[config.mk]
export PLATFORM = sky130hd
export DESIGN_NAME = elastbuf_flow_ctrl_flat
export DESIGN_NICKNAME = d
export VERILOG_FILES = /design/src/rtl/elastbuf_flow_ctrl_if.sv /design/src/rtl/elastbuf_flow_ctrl.sv /design/src/flat_wrapper.sv
export SDC_FILE = /design/constraint.sdc
export NUM_CORES = 1
export LEC_CHECK = 0
export ABC_AREA = 1
export CAP_MARGIN = 20
export CORE_UTILIZATION = 43
export CTS_BUF_LIST = sky130_fd_sc_hd__clkbuf_4
export DETAILED_ROUTE_END_ITERATION = 8
export PLACE_DENSITY_LB_ADDON = 0.1
export SLEW_MARGIN = 10
export SYNTH_ARGS = -nofsm -noshare
export SYNTH_HDL_FRONTEND = slang
export SYNTH_SLANG_ARGS = --single-unit
[constraint.sdc]
create_clock -name clk -period 2.7 [get_ports clk]
set_clock_uncertainty 0.1 [all_clocks]
set_input_delay 0.54 -clock clk [delete_from_list [all_inputs] [get_ports clk]]
set_output_delay 0.54 -clock clk [all_outputs]
set_load 0.02 [all_outputs]
[src/rtl/elastbuf_flow_ctrl_if.sv]
// Handshake and buffer-control bundle between the elasticity buffer
// sequencer, the lane-merge write side, the packet-decoder read side
// and the shift-register buffer itself.
// The master modport is the sequencer's view. The slave modport is the
// view of the surrounding logic.
interface elastbuf_flow_ctrl_if #(
  parameter int LVL_W = 3
);
  logic             in_valid;
  logic             in_sop;
  logic             in_eop;
  logic             in_ready;
  logic             out_ready;
  logic             out_valid;
  logic             out_eop;
  logic             sw_clr;
  logic             buf_write;
  logic             buf_read;
  logic             buf_clr;
  logic             buf_emptyz;
  logic             buf_fullz;
  logic [LVL_W-1:0] level;
  logic [2:0]       state;
  logic             err_ovf;
  logic             err_proto;
  logic             err_udf;

  modport master (
    input  in_valid, in_sop, in_eop, out_ready, sw_clr, buf_emptyz, buf_fullz,
    output in_ready, out_valid, out_eop, buf_write, buf_read, buf_clr,
           level, state, err_ovf, err_proto, err_udf
  );

  modport slave (
    output in_valid, in_sop, in_eop, out_ready, sw_clr, buf_emptyz, buf_fullz,
    input  in_ready, out_valid, out_eop, buf_write, buf_read, buf_clr,
           level, state, err_ovf, err_proto, err_udf
  );
endinterface

[src/rtl/elastbuf_flow_ctrl.sv]
// Flow controller for one shift-register elasticity buffer.
// The controller issues the buffer write, read and clear strobes. It holds
// off reading until a start fill level is reached, so that jitter is absorbed.
// It tracks packet boundaries. It flags overflow, starvation and framing
// errors, and it recovers from them by flushing the buffer.
module elastbuf_flow_ctrl #(
  parameter int ADDR_DEPTH = 4,
  parameter int LVL_W      = 3,
  parameter int START_LVL  = 2,
  parameter int UDF_TO     = 15,
  parameter int TO_W       = 4
) (
  input  logic                 clk,
  input  logic                 rst,
  elastbuf_flow_ctrl_if.master bus
);

  typedef enum logic [2:0] {
    IDLE   = 3'd0,
    FILL   = 3'd1,
    STREAM = 3'd2,
    DRAIN  = 3'd3,
    FLUSH  = 3'd4
  } state_e;

  state_e           state_q;
  logic [LVL_W-1:0] level_q;
  logic [LVL_W-1:0] level_d;
  logic [TO_W-1:0]  starve_q;
  logic             eop_seen_q;
  logic             err_ovf_q;
  logic             err_proto_q;
  logic             err_udf_q;

  logic in_ready;
  logic accept;
  logic wr;
  logic rd;
  logic out_valid;
  logic clr;
  logic starved;
  logic ovf_hit;
  logic udf_hit;

  // Buffer strobes and next occupancy. A non-sop word seen in IDLE is
  // accepted but never written, so stray words between packets are dropped.
  always_comb begin
    in_ready  = bus.buf_fullz & (state_q inside {IDLE, FILL, STREAM});
    accept    = bus.in_valid & in_ready;
    wr        = accept & ((state_q != IDLE) | bus.in_sop);
    out_valid = bus.buf_emptyz & (state_q inside {STREAM, DRAIN});
    rd        = out_valid & bus.out_ready;
    clr       = bus.sw_clr | (state_q == FLUSH);
    starved   = ~bus.buf_emptyz & ~wr;
    ovf_hit   = bus.in_valid & ~bus.buf_fullz;
    udf_hit   = starved & (starve_q == TO_W'(UDF_TO - 1));
    if (clr) begin
      level_d = '0;
    end else begin
      level_d = level_q + LVL_W'(wr) - LVL_W'(rd);
    end
  end

  // Packet sequencing FSM with the occupancy, starvation and error registers.
  // The error checks are ordered so that only the highest-priority error fires.
  always_ff @(posedge clk or posedge rst) begin
    if (rst) begin
      state_q     <= IDLE;
      level_q     <= '0;
      starve_q    <= '0;
      eop_seen_q  <= 1'b0;
      err_ovf_q   <= 1'b0;
      err_proto_q <= 1'b0;
      err_udf_q   <= 1'b0;
    end else begin
      level_q     <= level_d;
      err_ovf_q   <= 1'b0;
      err_proto_q <= 1'b0;
      err_udf_q   <= 1'b0;
      if (bus.sw_clr) begin
        state_q    <= IDLE;
        eop_seen_q <= 1'b0;
        starve_q   <= '0;
      end else begin
        starve_q <= ((state_q == STREAM) && starved) ? starve_q + 1'b1 : '0;
        case (state_q)
          IDLE: begin
            if (wr) begin
              if (bus.in_eop) begin
                eop_seen_q <= 1'b1;
                state_q    <= DRAIN;
              end else begin
                state_q <= FILL;
              end
            end
          end
          FILL: begin
            if (ovf_hit) begin
              err_ovf_q <= 1'b1;
              state_q   <= FLUSH;
            end else if (accept & bus.in_sop) begin
              err_proto_q <= 1'b1;
              state_q     <= FLUSH;
            end else if (wr & bus.in_eop) begin
              eop_seen_q <= 1'b1;
              state_q    <= DRAIN;
            end else if (level_d >= LVL_W'(START_LVL)) begin
              state_q <= STREAM;
            end
          end
          STREAM: begin
            if (ovf_hit) begin
              err_ovf_q <= 1'b1;
              state_q   <= FLUSH;
            end else if (bus.in_valid & bus.in_sop) begin
              err_proto_q <= 1'b1;
              state_q     <= FLUSH;
            end else if (udf_hit) begin
              err_udf_q <= 1'b1;
              state_q   <= FLUSH;
            end else if (wr & bus.in_eop) begin
              eop_seen_q <= 1'b1;
              state_q    <= DRAIN;
            end
          end
          DRAIN: begin
            if (level_d == '0) begin
              eop_seen_q <= 1'b0;
              state_q    <= IDLE;
            end
          end
          FLUSH: begin
            eop_seen_q <= 1'b0;
            state_q    <= IDLE;
          end
          default: begin
            state_q <= IDLE;
          end
        endcase
      end
    end
  end

  // The occupancy count must never run past the physical buffer depth.
  always_ff @(posedge clk) begin
    if (!rst) begin
      assert (level_q <= LVL_W'(ADDR_DEPTH));
    end
  end

  assign bus.in_ready  = in_ready;
  assign bus.buf_write = wr;
  assign bus.buf_read  = rd;
  assign bus.buf_clr   = clr;
  assign bus.out_valid = out_valid;
  assign bus.out_eop   = out_valid & (state_q == DRAIN) & eop_seen_q & (level_q == LVL_W'(1));
  assign bus.level     = level_q;
  assign bus.state     = state_q;
  assign bus.err_ovf   = err_ovf_q;
  assign bus.err_proto = err_proto_q;
  assign bus.err_udf   = err_udf_q;

endmodule

[src/flat_wrapper.sv]
// flat-port wrapper written by rule: the top's interface ports become plain ports
module elastbuf_flow_ctrl_flat 
#(
  parameter int ADDR_DEPTH = 4,
  parameter int LVL_W      = 3,
  parameter int START_LVL  = 2,
  parameter int UDF_TO     = 15,
  parameter int TO_W       = 4
)
  (clk, rst, bus_in_valid, bus_in_sop, bus_in_eop, bus_out_ready, bus_sw_clr, bus_buf_emptyz, bus_buf_fullz, bus_in_ready, bus_out_valid, bus_out_eop, bus_buf_write, bus_buf_read, bus_buf_clr, bus_level, bus_state, bus_err_ovf, bus_err_proto, bus_err_udf);
  elastbuf_flow_ctrl_if #(.LVL_W(LVL_W)) bus_i ();
  input  logic clk;
  input  logic rst;
  input wire logic [$bits(bus_i.in_valid)-1:0] bus_in_valid;
  input wire logic [$bits(bus_i.in_sop)-1:0] bus_in_sop;
  input wire logic [$bits(bus_i.in_eop)-1:0] bus_in_eop;
  input wire logic [$bits(bus_i.out_ready)-1:0] bus_out_ready;
  input wire logic [$bits(bus_i.sw_clr)-1:0] bus_sw_clr;
  input wire logic [$bits(bus_i.buf_emptyz)-1:0] bus_buf_emptyz;
  input wire logic [$bits(bus_i.buf_fullz)-1:0] bus_buf_fullz;
  output wire logic [$bits(bus_i.in_ready)-1:0] bus_in_ready;
  output wire logic [$bits(bus_i.out_valid)-1:0] bus_out_valid;
  output wire logic [$bits(bus_i.out_eop)-1:0] bus_out_eop;
  output wire logic [$bits(bus_i.buf_write)-1:0] bus_buf_write;
  output wire logic [$bits(bus_i.buf_read)-1:0] bus_buf_read;
  output wire logic [$bits(bus_i.buf_clr)-1:0] bus_buf_clr;
  output wire logic [$bits(bus_i.level)-1:0] bus_level;
  output wire logic [$bits(bus_i.state)-1:0] bus_state;
  output wire logic [$bits(bus_i.err_ovf)-1:0] bus_err_ovf;
  output wire logic [$bits(bus_i.err_proto)-1:0] bus_err_proto;
  output wire logic [$bits(bus_i.err_udf)-1:0] bus_err_udf;
  assign bus_i.in_valid = bus_in_valid;
  assign bus_i.in_sop = bus_in_sop;
  assign bus_i.in_eop = bus_in_eop;
  assign bus_i.out_ready = bus_out_ready;
  assign bus_i.sw_clr = bus_sw_clr;
  assign bus_i.buf_emptyz = bus_buf_emptyz;
  assign bus_i.buf_fullz = bus_buf_fullz;
  assign bus_in_ready = bus_i.in_ready;
  assign bus_out_valid = bus_i.out_valid;
  assign bus_out_eop = bus_i.out_eop;
  assign bus_buf_write = bus_i.buf_write;
  assign bus_buf_read = bus_i.buf_read;
  assign bus_buf_clr = bus_i.buf_clr;
  assign bus_level = bus_i.level;
  assign bus_state = bus_i.state;
  assign bus_err_ovf = bus_i.err_ovf;
  assign bus_err_proto = bus_i.err_proto;
  assign bus_err_udf = bus_i.err_udf;
  elastbuf_flow_ctrl #(.ADDR_DEPTH(ADDR_DEPTH), .LVL_W(LVL_W), .START_LVL(START_LVL), .UDF_TO(UDF_TO), .TO_W(TO_W)) u_core (.clk(clk), .rst(rst), .bus(bus_i));
endmodule
==> impl_metrics.env, run 1 <==
export IMPL_htreeDepth=1
export IMPL_post_route_cell_area_um2=1470
export IMPL_grt_pass1_vias=950
export IMPL_number_of_clock_sinks_seen_by_cts=14
export IMPL_port_buffers=23
export IMPL_global_route_wire_length_before_repair_um=3900
export IMPL_placement_setup_worst_slack_ps=-444
export IMPL_hold_slack_ps=387
export IMPL_dp_hpwl_um=1880
export IMPL_globalRoute_totalOverflow=0
export IMPL_globalplace_congestion=0.900
export IMPL_asyncSetResetFlopFracSynth_pct=100
export IMPL_final_cell_count_no_fill=204
export IMPL_placement_cell_area_um2=1370
export IMPL_critical_path_startpoint_type="flop"
export IMPL_final_core_utilization_pct=66.3
export IMPL_final_layout_fill_cell_count=211
export IMPL_max_clock_freq_mhz=390
export IMPL_vdd_ir_drop_max_v=0.000627
export IMPL_numCtsBuffers=3
export IMPL_cts_buffer_depth=2
export IMPL_result_of_the_run="finished clean"
export IMPL_ant_nets=0
export IMPL_clk_transition_reported_paths_ps=80
export IMPL_cpPeakStageDelay_ps=580
export IMPL_ys_flop_type="dfrtp_1"
export IMPL_yosys_warnings=0
export IMPL_report_power_total_mw=1.14
export IMPL_clkLatencyLatePin_ps=280
export IMPL_die_y_um=50.4
export IMPL_dp_cells=198
export IMPL_antenna_cells=0
export IMPL_start_util_pct=45.5
export IMPL_placement_rows=17
export IMPL_syn_nets=149
export IMPL_antenna_found_initial=0
export IMPL_layout_nets=192
export IMPL_power_density_nw_per_um2=778
export IMPL_ports=24
export IMPL_ctsRootBufferMaster="clkbuf_4"
export IMPL_p_leak_nw=0.744
export IMPL_synthCells=135
export IMPL_synth_edf_count=0
export IMPL_tritoncts="done"
export IMPL_syn2layout_area_growth_pct=45.9
export IMPL_timing_critical_path_required_ps=2060
export IMPL_postRouteWirelength_um=2290
export IMPL_final_hold_violation_count=0
export IMPL_timing_worst_slew_pin_value_ps=550
export IMPL_crit_chain="buf_4 > nand2_2 > buf_4 > nor2_1 > buf_4 > clkdlybuf4s50_1"
export IMPL_postSynthAreaPerCell_um2=7.45
export IMPL_hold_path_class="flop to flop"
export IMPL_worst_endpoint_arrival_ps=1930
export IMPL_timing_final_crit_share_pct=95.1
export IMPL_detailroute_via_count=992
export IMPL_maxCapViolations=0
export IMPL_wl_per_cell_um=11.2
export IMPL_endpoint_kind="primary output"
export IMPL_netlist_cell_type_count=27
export IMPL_maximum_number_of_pins_on_one_net_before_global_route_repair=15
export IMPL_layout_cell_share_with_drive_strength_beyond_1_pct=29.5
export IMPL_grt_total_usage_pct=20.1
export IMPL_final_number_of_setup_violating_endpoints=0
export IMPL_path_max_fanout=4
export IMPL_via_density=4.86
export IMPL_first_pass_iteration_count_of_the_detailed_router=4
export IMPL_final_cell_mix="28 x nand2_1, 19 x inv_1, 17 x clkdlybuf4s50_1"
export IMPL_die_area_um2=2540
export IMPL_slew_violations=0
export IMPL_layout_cells_most_common="nand2_1"
export IMPL_drt_initial_violations=16
export IMPL_crit_path_top_delay_cell="clkdlybuf4s50_1"
export IMPL_mapped_cell_area_um2=1010
export IMPL_maxSlewHeadroom_pct=63.3
export IMPL_path_common_cell="buf_4"
export IMPL_fin_crit_ps=2570
export IMPL_setup_tns_final_ps=0
export IMPL_critPathKind="flop to primary output"
export IMPL_synth_seq_area_share_pct=34.8
export IMPL_die_w_um=50.4
export IMPL_core_area_um2=2210
export IMPL_postSynthRegisterBits=14
export IMPL_drc_errors=0
export IMPL_finalWorstSetupSlack_ps=133
[registers in the layout (all words and copies together), names as in the netlist]
name                  cells
u_core.starve_q           4
u_core.bus.level          3
u_core.bus.state          3
u_core.bus.err_ovf        1
u_core.bus.err_proto      1
u_core.bus.err_udf        1
u_core.eop_seen_q         1
[kinds of logic after synthesis]
kind of cell | count (synthesis) | synth area share (%)
DFF | 14 | 34.8
buffers and inverters | 25 | 9.33
adders and majority gates | 5 | 6.97
and+or+nand+nor | 76 | 38.7
xor gates and xnor gates | 2 | 1.74
AOI/OAI and AO/OA | 13 | 8.46
[final cells by class]
| class | instances | area [um^2] | area share [%] |
|---|---|---|---|
| Multi-Input combinational cell | 96 | 624 | 42.5 |
| Clock buffer | 3 | 22.5 | 1.53 |
| Tap cell | 28 | 35.0 | 2.39 |
| Timing Repair Buffer | 38 | 339 | 23.1 |
| Inverter | 25 | 96.3 | 6.56 |
| Sequential cell | 14 | 350 | 23.9 |
[power by group]
part	switching [mW]	internal [mW]	total, mW
sequential	0.0487	0.251	0.299
clock	0.0639	0.0517	0.116
combinational	0.402	0.325	0.727
[Yosys cell counts, types with 2 or more instances]
| master | number | area, um^2 |
|---|---|---|
| o21ai_0 | 3 | 15.0 |
| dfrtp_1 | 14 | 350 |
| inv_2 | 4 | 15.0 |
| inv_1 | 21 | 78.8 |
| ha_1 | 4 | 50.1 |
| nand3_1 | 7 | 35.0 |
| nand2_2 | 10 | 62.6 |
| nor2_2 | 3 | 18.8 |
| nand2_1 | 28 | 105 |
| a21oi_1 | 5 | 25.0 |
| nand3_2 | 4 | 40.0 |
| nor2_1 | 16 | 60.1 |
| nor4_1 | 2 | 12.5 |
[routing by layer]
metal,routed length [um],up-vias,GRT usage (%)
met5,0,-,0
met4,27,0,6.94
met3,75,4,1.82
met2,1110,28,34.9
met1,1080,451,26.0
li1,-,509,-
[worst max-delay path, delay by kind of cell (launching register included)]
| kind | cells | cell delay (ps) |
|---|---|---|
| flops | 1 | 430 |
| buf+inv | 4 | 1020 |
| simple gates | 2 | 190 |
[worst paths after layout]
| path | startpoint | endpoint | slack, ps | cells after the start |
|---|---|---|---|---|
| hold / removal | u_core.starve_q[0] | u_core.starve_q[0] | 390 | 1 |
| hold reg to reg | u_core.starve_q[0] | u_core.starve_q[0] | 390 | 1 |
| max in group asynchronous | rst | u_core.starve_q[1] | 1630 | 2 |
| min in group asynchronous | rst | u_core.eop_seen_q | 510 | 2 |
| setup reg to reg | u_core.bus.state[1] | u_core.eop_seen_q | 140 | 15 |
| setup / recovery | u_core.bus.state[1] | bus_out_valid | 130 | 6 |
[timing repair]
| action | 4_1_cts | 5_1_grt |
|---|---|---|
| endpoints found under the setup margin | 5 | 3 |
| setup buffers | 3 | 0 |
| hold buffers | 0 | 0 |
| pin swaps | 7 | 7 |
| cloned | 0 | 0 |
| resized for setup | 10 | 8 |
| endpoints found under the hold margin | 0 | 0 |
(Power assumes the default switching activity.)
==> run 2, diff against run 1 <==
--- a/config.mk
+++ b/config.mk
@@ -6,6 +6,7 @@
 export NUM_CORES = 1
 export LEC_CHECK = 0
 export ABC_AREA = 1
+export ABC_CLOCK_PERIOD_IN_PS = 2850
 export CAP_MARGIN = 20
 export CORE_UTILIZATION = 43
 export CTS_BUF_LIST = sky130_fd_sc_hd__clkbuf_4
==> constraint.sdc (replaced) <==
create_clock -name clk -period 2.85 [get_ports clk]
set_clock_uncertainty 0.1 [all_clocks]
set_input_delay 0.57 -clock clk [delete_from_list [all_inputs] [get_ports clk]]
set_output_delay 0.57 -clock clk [all_outputs]
set_load 0.02 [all_outputs]
==> impl_metrics.env, run 2 (synthesis results as in run 1) <==
export IMPL_maxSlewHeadroom_pct=62.6
export IMPL_maxCapViolations=0
export IMPL_comb_power_share_pct=61.6
export IMPL_final_layout_fill_cell_count=220
export IMPL_layout_nets=190
export IMPL_dp_hpwl_um=1760
export IMPL_numCtsBuffers=3
export IMPL_most_flop_heavy_register="u_core.starve_q"
export IMPL_drc_errors=0
export IMPL_sequential_cell_area_um2=352
export IMPL_clk_transition_reported_paths_ps=90
export IMPL_rsz0062_at_grt="false"
export IMPL_number_of_clock_sinks_seen_by_cts=14
export IMPL_port_buffers=23
export IMPL_dp_cells=197
export IMPL_post_route_cell_area_um2=1450
export IMPL_r2r_cells=15
export IMPL_worst_hold_path_num_cells=1
export IMPL_htreeDepth=1
export IMPL_setup_tns_final_ps=0
export IMPL_grt_total_usage_pct=18.9
export IMPL_slew_violations=0
export IMPL_final_cell_mix="28 x nand2_1, 20 x inv_1, 18 x clkdlybuf4s50_1"
export IMPL_cts_buffer_depth=2
export IMPL_endpoint_kind="flop"
export IMPL_multi_input_comb_area_um2=603
export IMPL_globalRoute_totalOverflow=0
export IMPL_wl_per_cell_um=11.0
export IMPL_vdd_ir_drop_max_v=0.000625
export IMPL_final_cell_count_no_fill=203
export IMPL_timing_critical_path_required_ps=2930
export IMPL_syn2layout_area_growth_pct=43.8
export IMPL_antenna_cells=0
export IMPL_layout_cells_most_common="nand2_1"
export IMPL_report_power_total_mw=1.03
export IMPL_postRouteWirelength_um=2230
export IMPL_hold_path_class="flop to flop"
export IMPL_ctsRootBufferMaster="clkbuf_4"
export IMPL_start_util_pct=45.5
export IMPL_largest_reg_flops=4
export IMPL_clkLatencyLatePin_ps=280
export IMPL_hold_slack_ps=389
export IMPL_die_area_um2=2540
export IMPL_max_clock_freq_mhz=370
export IMPL_fin_crit_ps=2700
export IMPL_final_number_of_setup_violating_endpoints=0
export IMPL_final_core_utilization_pct=65.4
export IMPL_layout_cell_share_with_drive_strength_beyond_1_pct=28.0
export IMPL_ports=24
export IMPL_critPathKind="input port to flop"
export IMPL_antenna_found_initial=0
export IMPL_path_max_fanout=3
export IMPL_result_of_the_run="finished clean"
export IMPL_timing_worst_slew_pin_value_ps=561
export IMPL_placement_rows=17
export IMPL_die_y_um=50.4
export IMPL_globalplace_congestion=0.860
export IMPL_worst_endpoint_arrival_ps=2780
export IMPL_fraction_of_power_spent_switching_nets_pct=45.5
export IMPL_timing_final_crit_share_pct=94.9
export IMPL_grt_pass1_vias=891
export IMPL_via_density=4.67
export IMPL_first_pass_iteration_count_of_the_detailed_router=4
export IMPL_drt_initial_violations=11
export IMPL_finalWorstSetupSlack_ps=146
export IMPL_p_leak_nw=0.755
export IMPL_power_report_internal_total_mw=0.564
export IMPL_p_seq_share_pct=27.0
export IMPL_placement_cell_area_um2=1360
export IMPL_global_route_wire_length_before_repair_um=3640
export IMPL_placement_setup_worst_slack_ps=-296
export IMPL_die_w_um=50.4
export IMPL_core_area_um2=2210
export IMPL_netSwitchingPower_mw=0.471
export IMPL_detailroute_via_count=947
export IMPL_tritoncts="done"
export IMPL_power_clock_fraction_pct=11.5
export IMPL_ant_nets=0
export IMPL_maximum_number_of_pins_on_one_net_before_global_route_repair=15
export IMPL_final_hold_violation_count=0
export IMPL_critical_path_startpoint_type="input port"
export IMPL_power_density_nw_per_um2=715
[run 2: cell count changes in the layout (fill, tap and decap cells not counted), sizes merged]
cell and delta:
buf -2, dlygate4sd2 -4, clkdlybuf4s50 +1, dlymetal6s2s +3, clkinv +1
[run 2: routing by layer]
metal  vias up  global-route usage [%]  share of wire (%)  wire length (um)
li1        499                       -                  -                 -
met1       426                    24.9                 48              1080
met2        20                    31.1                 49              1090
met3         2                    1.82                2.2                50
met4         0                    8.33               0.54                12
met5         -                       0                  0                 0
[run 2: final timing paths]
| kind | slack (ps) | to | from |
|---|---|---|---|
| setup / recovery | 150 | u_core.eop_seen_q | bus_out_ready |
| hold / removal | 390 | u_core.starve_q[0] | u_core.starve_q[0] |
| setup reg to reg | 200 | u_core.eop_seen_q | u_core.bus.state[1] |
| hold reg to reg | 390 | u_core.starve_q[0] | u_core.starve_q[0] |
| max in group asynchronous | 1720 | u_core.bus.state[2] | rst |
| min in group asynchronous | 530 | u_core.bus.level[0] | rst |
[run 2: layout make-up]
cell class / instances / share of cell area, %
clock inverter: 1 / 0.260
clock buffer: 3 / 1.56
timing repair buffer: 36 / 23.3
multi-input combinational: 96 / 41.7
inverter: 25 / 6.49
sequential: 14 / 24.3
tap: 28 / 2.42
[run 2: power by group through the flow]
stage | Combinational (mW) | Sequential, mW | Clock, mW
2_1_floorplan | 0.339 | 0.323 | 0
3_3_place_gp | 0.607 | 0.282 | 0
3_5_place_dp | 0.605 | 0.283 | 0
4_1_cts | 0.609 | 0.279 | 0.126
5_1_grt | 0.712 | 0.285 | 0.129
6_report | 0.637 | 0.279 | 0.118
[run 2: critical path, stage by stage]
cell and delay [ps]:
clkdlybuf4s50_1 460, nor3b_4 230, ha_4 230, inv_1 50, ha_2 170, fa_2 450, o21ai_1 130, nand2_1 60
nand2_1 70, nand2_2 80, nor2_2 120, nand2_2 50, nand2_1 50, o21ai_1 50
[run 2: timing repair]
action                     in CTS  in global routing
pin swaps                       0                  7
cloned                          0                  0
resized for setup               1                 13
hold buffers                    0                  0
setup endpoints to repair       1                  3
buffers inserted                0                  2
